### src/rtl/rst_seq_sys.sv
// Reset sequencer: synchronizes the board reset, releases peripherals then core, and services soft/watchdog core resets.
// Optional watchdog built with `define RST_SEQ_WDT_EN (default build: no watchdog, reset_cause never 10).
module rst_seq_sys #(
  parameter int HOLD_CYCLES = 16,
  parameter int STAGE_GAP   = 4,
  parameter int SOFT_CYCLES = 8,
  parameter int WDT_CYCLES  = 1048576
) (
  input  logic       clk_sys,
  input  logic       rst_sys,
  input  logic       sreq,
  input  logic       wdt_kick,
  output logic       rst_periph_n,
  output logic       rst_core_n,
  output logic       seq_done,
  output logic       sreq_ack,
  output logic [1:0] reset_cause
);

  localparam int MAX_HS = (HOLD_CYCLES > STAGE_GAP) ? HOLD_CYCLES : STAGE_GAP;
  localparam int MAX_C  = (MAX_HS > SOFT_CYCLES) ? MAX_HS : SOFT_CYCLES;
  localparam int CW     = $clog2(MAX_C) + 1;

  typedef enum logic [2:0] {S_SYNC, S_HOLD, S_PERIPH, S_RUN, S_SOFT} state_t;

  state_t      state_q, state_d;
  logic [1:0]  sync_q, sync_d;
  logic [CW-1:0] cnt_q, cnt_d;
  logic        armed_q, armed_d;
  logic        ack_pend_q, ack_pend_d;
  logic        periph_q, periph_d;
  logic        core_q, core_d;
  logic        done_q, done_d;
  logic        ack_q, ack_d;
  logic [1:0]  cause_q, cause_d;
  logic        accept;
  logic        wdt_to;

`ifdef RST_SEQ_WDT_EN
  localparam int WW = $clog2(WDT_CYCLES) + 1;
  logic [WW-1:0] wdt_q, wdt_d;

  always_comb begin
    wdt_to = 1'b0;
    wdt_d  = '0;
    if (state_q == S_RUN && !wdt_kick) begin
      if (wdt_q == WW'(WDT_CYCLES - 1)) wdt_to = 1'b1;
      else                              wdt_d  = wdt_q + 1'b1;
    end
  end

  always_ff @(posedge clk_sys or posedge rst_sys) begin
    if (rst_sys) wdt_q <= '0;
    else         wdt_q <= wdt_d;
  end
`else
  localparam int wdt_cycles_unused = WDT_CYCLES;
  logic wdt_kick_unused;
  assign wdt_kick_unused = wdt_kick;
  assign wdt_to = 1'b0;
`endif

  assign accept = (state_q == S_RUN) && sreq && armed_q;

  always_comb begin
    state_d    = state_q;
    sync_d     = {sync_q[0], 1'b0};
    cnt_d      = cnt_q;
    armed_d    = sreq ? armed_q : 1'b1;
    ack_pend_d = ack_pend_q;
    periph_d   = periph_q;
    core_d     = core_q;
    done_d     = done_q;
    ack_d      = 1'b0;
    cause_d    = cause_q;
    case (state_q)
      // The release-detection edge is the first hold cycle, absorbing the synchronizer lag.
      S_SYNC: begin
        if (!sync_q[1]) begin
          if (HOLD_CYCLES <= 1) begin
            periph_d = 1'b1;
            cnt_d    = CW'(STAGE_GAP - 1);
            state_d  = S_PERIPH;
          end else begin
            cnt_d    = CW'(HOLD_CYCLES - 1);
            state_d  = S_HOLD;
          end
        end
      end
      S_HOLD: begin
        cnt_d = cnt_q - 1'b1;
        if (cnt_q <= CW'(1)) begin
          periph_d = 1'b1;
          cnt_d    = CW'(STAGE_GAP - 1);
          state_d  = S_PERIPH;
        end
      end
      S_PERIPH: begin
        if (cnt_q == '0) begin
          core_d  = 1'b1;
          done_d  = 1'b1;
          state_d = S_RUN;
        end else begin
          cnt_d = cnt_q - 1'b1;
        end
      end
      S_RUN: begin
        if (wdt_to || accept) begin
          core_d  = 1'b0;
          done_d  = 1'b0;
          cnt_d   = CW'(SOFT_CYCLES - 1);
          cause_d = wdt_to ? 2'b10 : 2'b01;
          state_d = S_SOFT;
        end
        // A request coinciding with a watchdog timeout is still consumed and acknowledged.
        if (accept) begin
          armed_d    = 1'b0;
          ack_pend_d = 1'b1;
        end
      end
      S_SOFT: begin
        if (cnt_q == '0) begin
          core_d     = 1'b1;
          done_d     = 1'b1;
          ack_d      = ack_pend_q;
          ack_pend_d = 1'b0;
          state_d    = S_RUN;
        end else begin
          cnt_d = cnt_q - 1'b1;
        end
      end
      default: state_d = S_SYNC;
    endcase
  end

  always_ff @(posedge clk_sys or posedge rst_sys) begin
    if (rst_sys) begin
      state_q    <= S_SYNC;
      sync_q     <= 2'b11;
      cnt_q      <= '0;
      armed_q    <= 1'b1;
      ack_pend_q <= 1'b0;
      periph_q   <= 1'b0;
      core_q     <= 1'b0;
      done_q     <= 1'b0;
      ack_q      <= 1'b0;
      cause_q    <= 2'b00;
    end else begin
      state_q    <= state_d;
      sync_q     <= sync_d;
      cnt_q      <= cnt_d;
      armed_q    <= armed_d;
      ack_pend_q <= ack_pend_d;
      periph_q   <= periph_d;
      core_q     <= core_d;
      done_q     <= done_d;
      ack_q      <= ack_d;
      cause_q    <= cause_d;
    end
  end

  assign rst_periph_n = periph_q;
  assign rst_core_n   = core_q;
  assign seq_done     = done_q;
  assign sreq_ack     = ack_q;
  assign reset_cause  = cause_q;

endmodule
### config.mk
export PLATFORM = sky130hd
export DESIGN_NAME = rst_seq_sys
export DESIGN_NICKNAME = d
export VERILOG_FILES = /design/src/rtl/rst_seq_sys.sv
export SDC_FILE = /design/constraint.sdc
export NUM_CORES = 1
export LEC_CHECK = 0
export ABC_CLOCK_PERIOD_IN_PS = 1900
export CAP_MARGIN = 25
export CORE_UTILIZATION = 49
export DETAILED_ROUTE_END_ITERATION = 16
export GPL_TIMING_DRIVEN = 0
export MAX_ROUTING_LAYER = met4
export PLACE_DENSITY = 0.75
export RECOVER_POWER = 25
export SLEW_MARGIN = 20
export SYNTH_ARGS = -nofsm -noshare
export SYNTH_HDL_FRONTEND = slang
export SYNTH_SLANG_ARGS = --single-unit
### constraint.sdc
create_clock -name clk_sys -period 1.9 [get_ports clk_sys]
set_clock_uncertainty 0.15 [all_clocks]
set_input_delay 0.475 -clock clk_sys [delete_from_list [all_inputs] [get_ports clk_sys]]
set_output_delay 0.475 -clock clk_sys [all_outputs]
set_load 0.03 [all_outputs]
==> results.txt, run 1 <==
outcome -> finished clean
# DRC -> 0
Max Fclk -> 551 MHz
post-layout util -> 64.9%
area share of the largest cell type after synthesis -> 33.1%
ratio of cells with drive above 1 in the final layout -> 20.8%
CP peak stage delay -> 480 ps
Synth Register Bits -> 16
hpwl dp -> 1.42 mm
P_leak -> 0.501 nW
IO Count -> 10
HP Class -> register to register
Final Hold Viols -> 0
Avg WL per Cell -> 13.9 µm
Primary FF master, synth -> dfrtp_1
hold path start -> sync_q[0]
vias in the first global route -> 751
Initial Util -> 54.5%
Die H -> 46.8 µm
diode count -> 0
via count -> 841
Worst slew margin -> 60.7%
gr usage total -> 23.2%
antenna violations before repair -> 0
clock slew at reported path FFs -> 100 ps
Worst setup SP type -> register
WP buf/inv -> 1
CP Class -> register to register
detail-routed via count per cell -> 5.80
Required @ worst endpoint -> 1940 ps
Max-cap violations -> 0
Hold Path End -> sync_q[1]
Min Clock Period, post-route -> 1810 ps
die area -> 2190 µm²
First-pass DRT Iterations -> 4
CP Capture Type -> register
EDFF count, synth -> 0
area delta synth->final -> 19.1%
Worst EP arrival -> 1860 ps
final-report max-slew violation count -> 0
Antenna Violating Nets Remaining -> 0
syn_area_per_cell -> 9.35 µm²
initial drt markers -> 30
Final setup viols -> 0
most common cell after layout, fill and taps aside -> dfrtp_1
commonest cells after routing, fill and taps aside -> dfrtp_1 (13), nand2_1 (10), nor2_1 (6), a21oi_1 (6)
Synth warnings -> 0
clock latency on the worst-skew pair -> 300 ps
Row Count -> 15
sequential share of the synthesized area -> 41.1%
Cell Chain, Critical Path -> inv_1 > ha_1 > or3b_2 > and2_1 > o22ai_1 > nand2_1
Reg-to-Reg End -> cnt_q[4]
RePlAce Congestion -> 0.837
total negative slack -> 0 ps
CTS tree -> done
synthesized area -> 982 µm²
maximum vdd drop -> 0.808 mV
WHS Path Cells -> 0
Synth async-reset ratio -> 100%
total CTS buffers -> 3
fin nets -> 128
RSZ-0062 raised after global routing -> false
R2R Path Start -> cnt_q[0]
total gr overflow -> 0
Max FO, Critical Path -> 4
pin count of the biggest net entering global routing -> 17
cell family with most CP delay -> simple AND/OR/NAND/NOR gates
number of port buffers -> 7
top cells by area, synth -> dfrtp_1 (33%), dfstp_2 (8.0%), ha_1 (3.8%)
pwr/cell area -> 1580 nW/µm²
worst slew pin tran -> 588 ps
first-pass GRT wire length -> 3.33 mm
CTS sink cnt -> 16
FF-to-FF path depth -> 6
H-Tree Level Count -> 1
Die W -> 46.8 µm
Final Cycle Share -> 95.5%
Root Driver -> clkbuf_4
Core Area -> 1800 µm²
final WL -> 2.02 mm
Cell variety after synth -> 39
area leader, netlist -> dfrtp_1
Syn Inst Count -> 105
clk buf depth -> 2
Hold Slack -> 212 ps
# hold bufs at CTS -> 0
CP max-delay cell -> or3b_2
r2r setup slk -> 90 ps
[timing repair]
action                                  4_1_cts  5_1_grt
endpoints found under the setup margin        9        4
resized for setup                             8        4
setup buffers                                 1        2
[layout make-up]
| cell class | instances | area, µm² |
|---|---|---|
| fill | 142 | 632 |
| multi-input combinational | 79 | 572 |
| sequential | 16 | 404 |
| timing repair buffer | 10 | 86.3 |
| buffer | 6 | 31.3 |
| tap | 25 | 31.3 |
| clock buffer | 4 | 26.3 |
| inverter | 5 | 18.8 |
[flip-flops by register name, summed over array words and instances, names as in the netlist]
signal and count:
armed_q 1, state_q 3, cnt_q 5, sreq_ack 1
ack_pend_q 1, rst_periph_n 1, sync_q 2, reset_cause 1
seq_done 1
[routing by layer]
layer | vias up | global-route usage [%] | wire length (µm)
met5 | - | - | 0
met1 | 406 | 28.3 | 927
met3 | 5 | 5.77 | 61
met2 | 17 | 33.6 | 976
li1 | 413 | - | -
met4 | 0 | 15.4 | 52
[how the worst max path moves through the flow]
stage,endpoint,startpoint,depth (start not counted)
4_1_cts,cnt_q[2],cnt_q[1],6
2_1_floorplan,cnt_q[3],cnt_q[0],6
6_report,cnt_q[4],cnt_q[0],6
3_5_place_dp,cnt_q[3],sreq,5
5_1_grt,cnt_q[4],cnt_q[1],6
3_3_place_gp,cnt_q[3],sreq,5
[metrics by stage]
stage / std cells / cell area [µm²] / worst slack [ps] / power, mW
after detailed placement: 138 / 1090 / -209 / 1.56
after CTS: 143 / 1130 / 35.9 / 1.79
final: 145 / 1170 / 86.2 / 1.84
after floorplan: 106 / 986 / 103 / 1.34
after global routing: 145 / 1170 / 23.4 / 1.99
after global placement: 138 / 1090 / -180 / 1.53
[synth_stat cells, drive strengths merged (3+ instances only)]
cell,instances
nor2,6
clkbuf,4
o21ai,7
dfstp,3
nand3,6
ha,3
inv,5
nand2,10
o211ai,3
dfrtp,13
o21bai,3
nor2b,3
nand2b,5
a21oi,7
[kinds of logic (layout without fill, tap and decap cells)]
group / count (synthesis) / after routing / share of synthesized area, %
buffers and inverters: 11 / 25 / 5.09
AND/OR/NAND/NOR: 38 / 38 / 21.5
adder cells (fa/ha/maj): 3 / 3 / 3.82
AO/OA/AOI/OAI: 33 / 33 / 24.7
other: 1 / 2 / 0.382
multiplexers: 3 / 3 / 3.31
flip-flops: 16 / 16 / 41.1
[where the power goes]
group / switching (mW) / total (mW) / internal, mW / leakage, nW
Clock: 0.110 / 0.192 / 0.0818 / 0.0150
Combinational: 0.609 / 1.07 / 0.462 / 0.300
Sequential: 0.125 / 0.580 / 0.454 / 0.186
No activity file was read; power rests on OpenSTA's default activity.
==> inputs of run 2 (changes only) <==
- CORE_MARGIN: default -> 5
- SLEW_MARGIN: 20 -> default
==> run 2 against run 1 <==
Effect of this change: total power increased by 1.9%; final cell count rose by 0.69%; sequential share of layout area is 0.15 points lower; routed wire length down 0.89%; critical endpoint is now cnt_q[2]; count of clock-buffer cells in the layout unchanged; via count decreased by 4.0%; core utilization decreased by 4.4 points; critical path depth is the same; largest cell class unchanged.
==> results.txt, run 2 (synthesis gave the netlist of run 1 again) <==
final-report max-slew violation count -> 0
Row Count -> 16
total gr overflow -> 0
Fillers -> 170
Final Cycle Share -> 95.7%
worst slew pin tran -> 589 ps
initial drt markers -> 47
vias in the first global route -> 722
Root Driver -> clkbuf_4
Required @ worst endpoint -> 1910 ps
first-pass GRT wire length -> 3.25 mm
ratio of cells with drive above 1 in the final layout -> 21.0%
detail-routed via count per cell -> 5.53
via count -> 807
area post-placement -> 1090 µm²
Min Clock Period, post-route -> 1820 ps
number of port buffers -> 7
antenna violations before repair -> 0
gr usage total -> 15.6%
max FFs per register -> 5
maximum vdd drop -> 1.05 mV
diode count -> 0
Avg WL per Cell -> 13.7 µm
post-layout power -> 1.88 mW
fin area -> 1170 µm²
Worst setup SP type -> register
Worst slew margin -> 60.7%
RePlAce Congestion -> 0.820
clk buf depth -> 2
First-pass DRT Iterations -> 4
P_leak -> 0.502 nW
total CTS buffers -> 3
IO Count -> 10
Max FO, Critical Path -> 4
Die H -> 54.8 µm
pwr/cell area -> 1600 nW/µm²
CP Class -> register to register
# hold bufs at CTS -> 0
HP Class -> register to register
Max Fclk -> 550 MHz
clock latency on the worst-skew pair -> 290 ps
outcome -> finished clean
Final setup viols -> 0
CP peak stage delay -> 500 ps
Antenna Violating Nets Remaining -> 0
Initial Util -> 50.6%
fin nets -> 127
Final Hold Viols -> 0
CTS tree -> done
Cell Chain, Critical Path -> inv_2 > ha_4 > or4b_4 > nand3_4 > o21a_4 > o211ai_1
commonest cells after routing, fill and taps aside -> dfrtp_1 (13), nand2_1 (10), nor2_1 (6), a21oi_1 (6)
clock slew at reported path FFs -> 90 ps
CP Capture Type -> register
hpwl dp -> 1.42 mm
die area -> 3000 µm²
Worst EP arrival -> 1830 ps
Die W -> 54.8 µm
Largest Register -> cnt_q
# DRC -> 0
final WL -> 2.00 mm
area delta synth->final -> 19.6%
Max-cap violations -> 0
Core Area -> 1940 µm²
pin count of the biggest net entering global routing -> 17
most common cell after layout, fill and taps aside -> dfrtp_1
H-Tree Level Count -> 1
Largest regs -> cnt_q (5), state_q (3), sync_q (2)
CP max-delay cell -> or4b_4
CTS sink cnt -> 16
## run 2: worst paths after layout
path	from	end	slack [ps]	depth (start not counted)
max in group asynchronous	rst_sys	cnt_q[2]	690	2
min in group asynchronous	rst_sys	cnt_q[0]	530	2
min	sync_q[0]	sync_q[1]	210	0
max reg2reg	cnt_q[1]	cnt_q[2]	80	6
max	cnt_q[1]	cnt_q[2]	80	6
min reg2reg	sync_q[0]	sync_q[1]	210	0
## run 2: cell type report
class	instances	area, µm²	share of cell area [%]
Multi-Input combinational cell	79	572	48.7
Sequential cell	16	404	34.4
Timing Repair Buffer	9	78.8	6.71
Clock buffer	4	36.3	3.09
Tap cell	27	33.8	2.88
Buffer	6	31.3	2.66
Inverter	5	18.8	1.60
## run 2: stage by stage
stage / util (%) / setup WS, ps / setup TNS, ps / std cells / hold slack [ps]
finish: 60.5 / 81.9 / 0 / 146 / 212
detailed placement: 56.1 / -193 / -455 / 140 / 199
floorplan: - / 103 / 0 / 106 / 195
global route: 60.5 / -20.2 / -20.2 / 146 / 224
global placement: 56.1 / -187 / -389 / 140 / 196
CTS: 58.9 / 23.7 / 0 / 145 / 214
## run 2: where the power goes
| part | internal [mW] | leakage [nW] | total, mW | switching [mW] |
|---|---|---|---|---|
| Combinational | 0.464 | 0.295 | 1.07 | 0.610 |
| Clock | 0.117 | 0.0210 | 0.226 | 0.110 |
| Sequential | 0.454 | 0.186 | 0.578 | 0.123 |
| Total | 1.04 | 0.502 | 1.88 | 0.843 |
## run 2: worst max-delay path: cells and delay by family, from the launching register on
| family | cells | cell delay [ps] |
|---|---|---|
| AND/OR/NAND/NOR | 2 | 620 |
| flip-flops | 1 | 420 |
| AO/OA/AOI/OAI | 2 | 260 |
| adder cells (fa/ha/maj) | 1 | 140 |
| buffers and inverters | 1 | 110 |
## run 2: timing repair
item	4_1_cts	5_1_grt
setup endpoints to repair	9	3
pin swaps	0	0
setup buffers	1	1
gates resized for setup	9	3
hold endpoints to repair	0	0
## run 2: layer usage
metal  up-vias  share of wire (%)  track usage (%)
met5         -                  0                -
met4         0               0.10             6.22
met3         2                6.2             1.63
met2        31                 47             23.4
met1       372                 46             21.4
li1        402                  -                -
==> inputs of run 3 (changes only) <==
--- a/constraint.sdc
+++ b/constraint.sdc
@@ -3,3 +3,3 @@
 set_input_delay 0.475 -clock clk_sys [delete_from_list [all_inputs] [get_ports clk_sys]]
 set_output_delay 0.475 -clock clk_sys [all_outputs]
-set_load 0.03 [all_outputs]
+set_load 0.1 [all_outputs]
==> run 3 against run 2 <==
Effect of this change: register-to-register slack worse by 40 ps; first-iteration DRC count fell by 28%; final cell count up 0.68%; via count is 2.7% higher; non-clock buffer count rose by 1; die area did not move; sequential power barely moved; final area is the same.
==> results.txt, run 3 (synthesis gave the netlist of run 1 again) <==
FF-to-FF path depth -> 6
detail-routed via count per cell -> 5.64
Die W -> 54.8 µm
pwr/cell area -> 1710 nW/µm²
Row Count -> 16
fin nets -> 128
fin area -> 1170 µm²
P_leak -> 0.494 nW
WP buf/inv -> 1
CP peak stage delay -> 560 ps
H-Tree Level Count -> 1
diode count -> 0
Reg-to-Reg End -> cnt_q[2]
via count -> 829
CP max-delay cell -> clkdlybuf4s15_2
HP Class -> register to register
most common cell after layout, fill and taps aside -> dfrtp_1
setup slack after layout -> 21.6 ps
vias in the first global route -> 788
die area -> 3000 µm²
final-report max-slew violation count -> 0
commonest cells after routing, fill and taps aside -> dfrtp_1 (12), nand2_1 (10), nor2_1 (6), a21oi_1 (6), buf_4 (6)
worst slew pin tran -> 591 ps
cell family with most CP delay -> buffers and inverters
Min Clock Period, post-route -> 1880 ps
r2r setup slk -> 40 ps
total CTS buffers -> 3
pin count of the biggest net entering global routing -> 17
Antenna Violating Nets Remaining -> 0
Max-cap violations -> 0
final WL -> 2.18 mm
post-layout power -> 2.01 mW
Die H -> 54.8 µm
fin cells -> 147
# hold bufs at CTS -> 0
Hold Slack -> 213 ps
number of port buffers -> 7
CTS tree -> done
pre-CTS setup slack -> -299 ps
Initial Util -> 50.6%
Largest Register -> cnt_q
outcome -> finished clean
hpwl dp -> 1.48 mm
Final Hold Viols -> 0
critical path depth -> 1
max FFs per register -> 5
Root Driver -> clkbuf_4
hold path start -> sync_q[0]
antenna violations before repair -> 0
Inst Count DP -> 140
Cell Chain, Critical Path -> clkdlybuf4s15_2
CP Capture Type -> primary output
ratio of cells with drive above 1 in the final layout -> 26.7%
First-pass DRT Iterations -> 4
initial drt markers -> 34
clock latency on the worst-skew pair -> 300 ps
WHS Path Cells -> 0
maximum vdd drop -> 1.08 mV
Required @ worst endpoint -> 1270 ps
Worst EP arrival -> 1250 ps
R2R Path Start -> cnt_q[1]
Max Fclk -> 532 MHz
RSZ-0062 raised after global routing -> false
Max FO, Critical Path -> 4
total gr overflow -> 0
Hold Path End -> sync_q[1]
clock slew at reported path FFs -> 100 ps
# DRC -> 0
Final setup viols -> 0
clk buf depth -> 2
area delta synth->final -> 19.6%
Avg WL per Cell -> 14.8 µm
Worst setup SP type -> register
gr usage total -> 17.4%
Final Cycle Share -> 98.9%
RePlAce Congestion -> 0.836
first-pass GRT wire length -> 3.59 mm
IO Count -> 10
Largest regs -> cnt_q (5), state_q (3), sync_q (2)
CP Class -> register to primary output
area post-placement -> 1090 µm²
Core Area -> 1940 µm²
CTS sink cnt -> 16
Worst slew margin -> 60.6%
## run 3: changes by cell type in the layout (fill, tap and decap cells not counted), sizes merged
cell	change
dlygate4sd2	-5
clkdlybuf4s15	+4
buf	+2
## run 3: worst reg2reg max path: cells and delay by family (launching register included)
kind                       cells  cell delay [ps]
buffers and inverters          1               90
and+or+nand+nor                2              640
DFF                            1              400
AOI/OAI and AO/OA              2              260
adders and majority gates      1              200
## run 3: per-stage QoR
step / TNS, ps / util [%]
global placement: -1400 / 56.2
floorplan: 0 / -
detailed placement: -1540 / 56.2
global route: 0 / 60.5
CTS: 0 / 59.4
finish: 0 / 60.5
## run 3: cell type report
cell class	instances	area [µm²]
Buffer	6	31.3
Clock buffer	4	36.3
Fill cell	166	767
Inverter	5	18.8
Multi-Input combinational cell	79	554
Sequential cell	16	405
Tap cell	27	33.8
Timing Repair Buffer	10	95.1
## run 3: power by group
| part | leakage, nW | total, mW | switching, mW | internal [mW] |
|---|---|---|---|---|
| clock network | 0.0210 | 0.233 | 0.116 | 0.117 |
| registers | 0.184 | 0.577 | 0.123 | 0.454 |
| logic | 0.289 | 1.20 | 0.725 | 0.474 |
| total | 0.494 | 2.01 | 0.964 | 1.05 |
## run 3: layer usage
metal / GRT usage (%) / share of wire [%]
met5: - / 0
met1: 22.4 / 45
met3: 1.63 / 3.5
met2: 27.6 / 50
met4: 7.88 / 1.1
## run 3: worst max path at each step
| stage | start | to |
|---|---|---|
| after floorplan | cnt_q[0] | cnt_q[3] |
| after global placement | seq_done | seq_done |
| after detailed placement | seq_done | seq_done |
| after CTS | cnt_q[1] | cnt_q[2] |
| after global routing | seq_done | rst_core_n |
| final | seq_done | rst_core_n |
## run 3: repair_timing
| item | in CTS | in global routing |
|---|---|---|
| setup endpoints to repair | 9 | 4 |
| gates resized for setup | 20 | 1 |
| setup buffers | 1 | 2 |
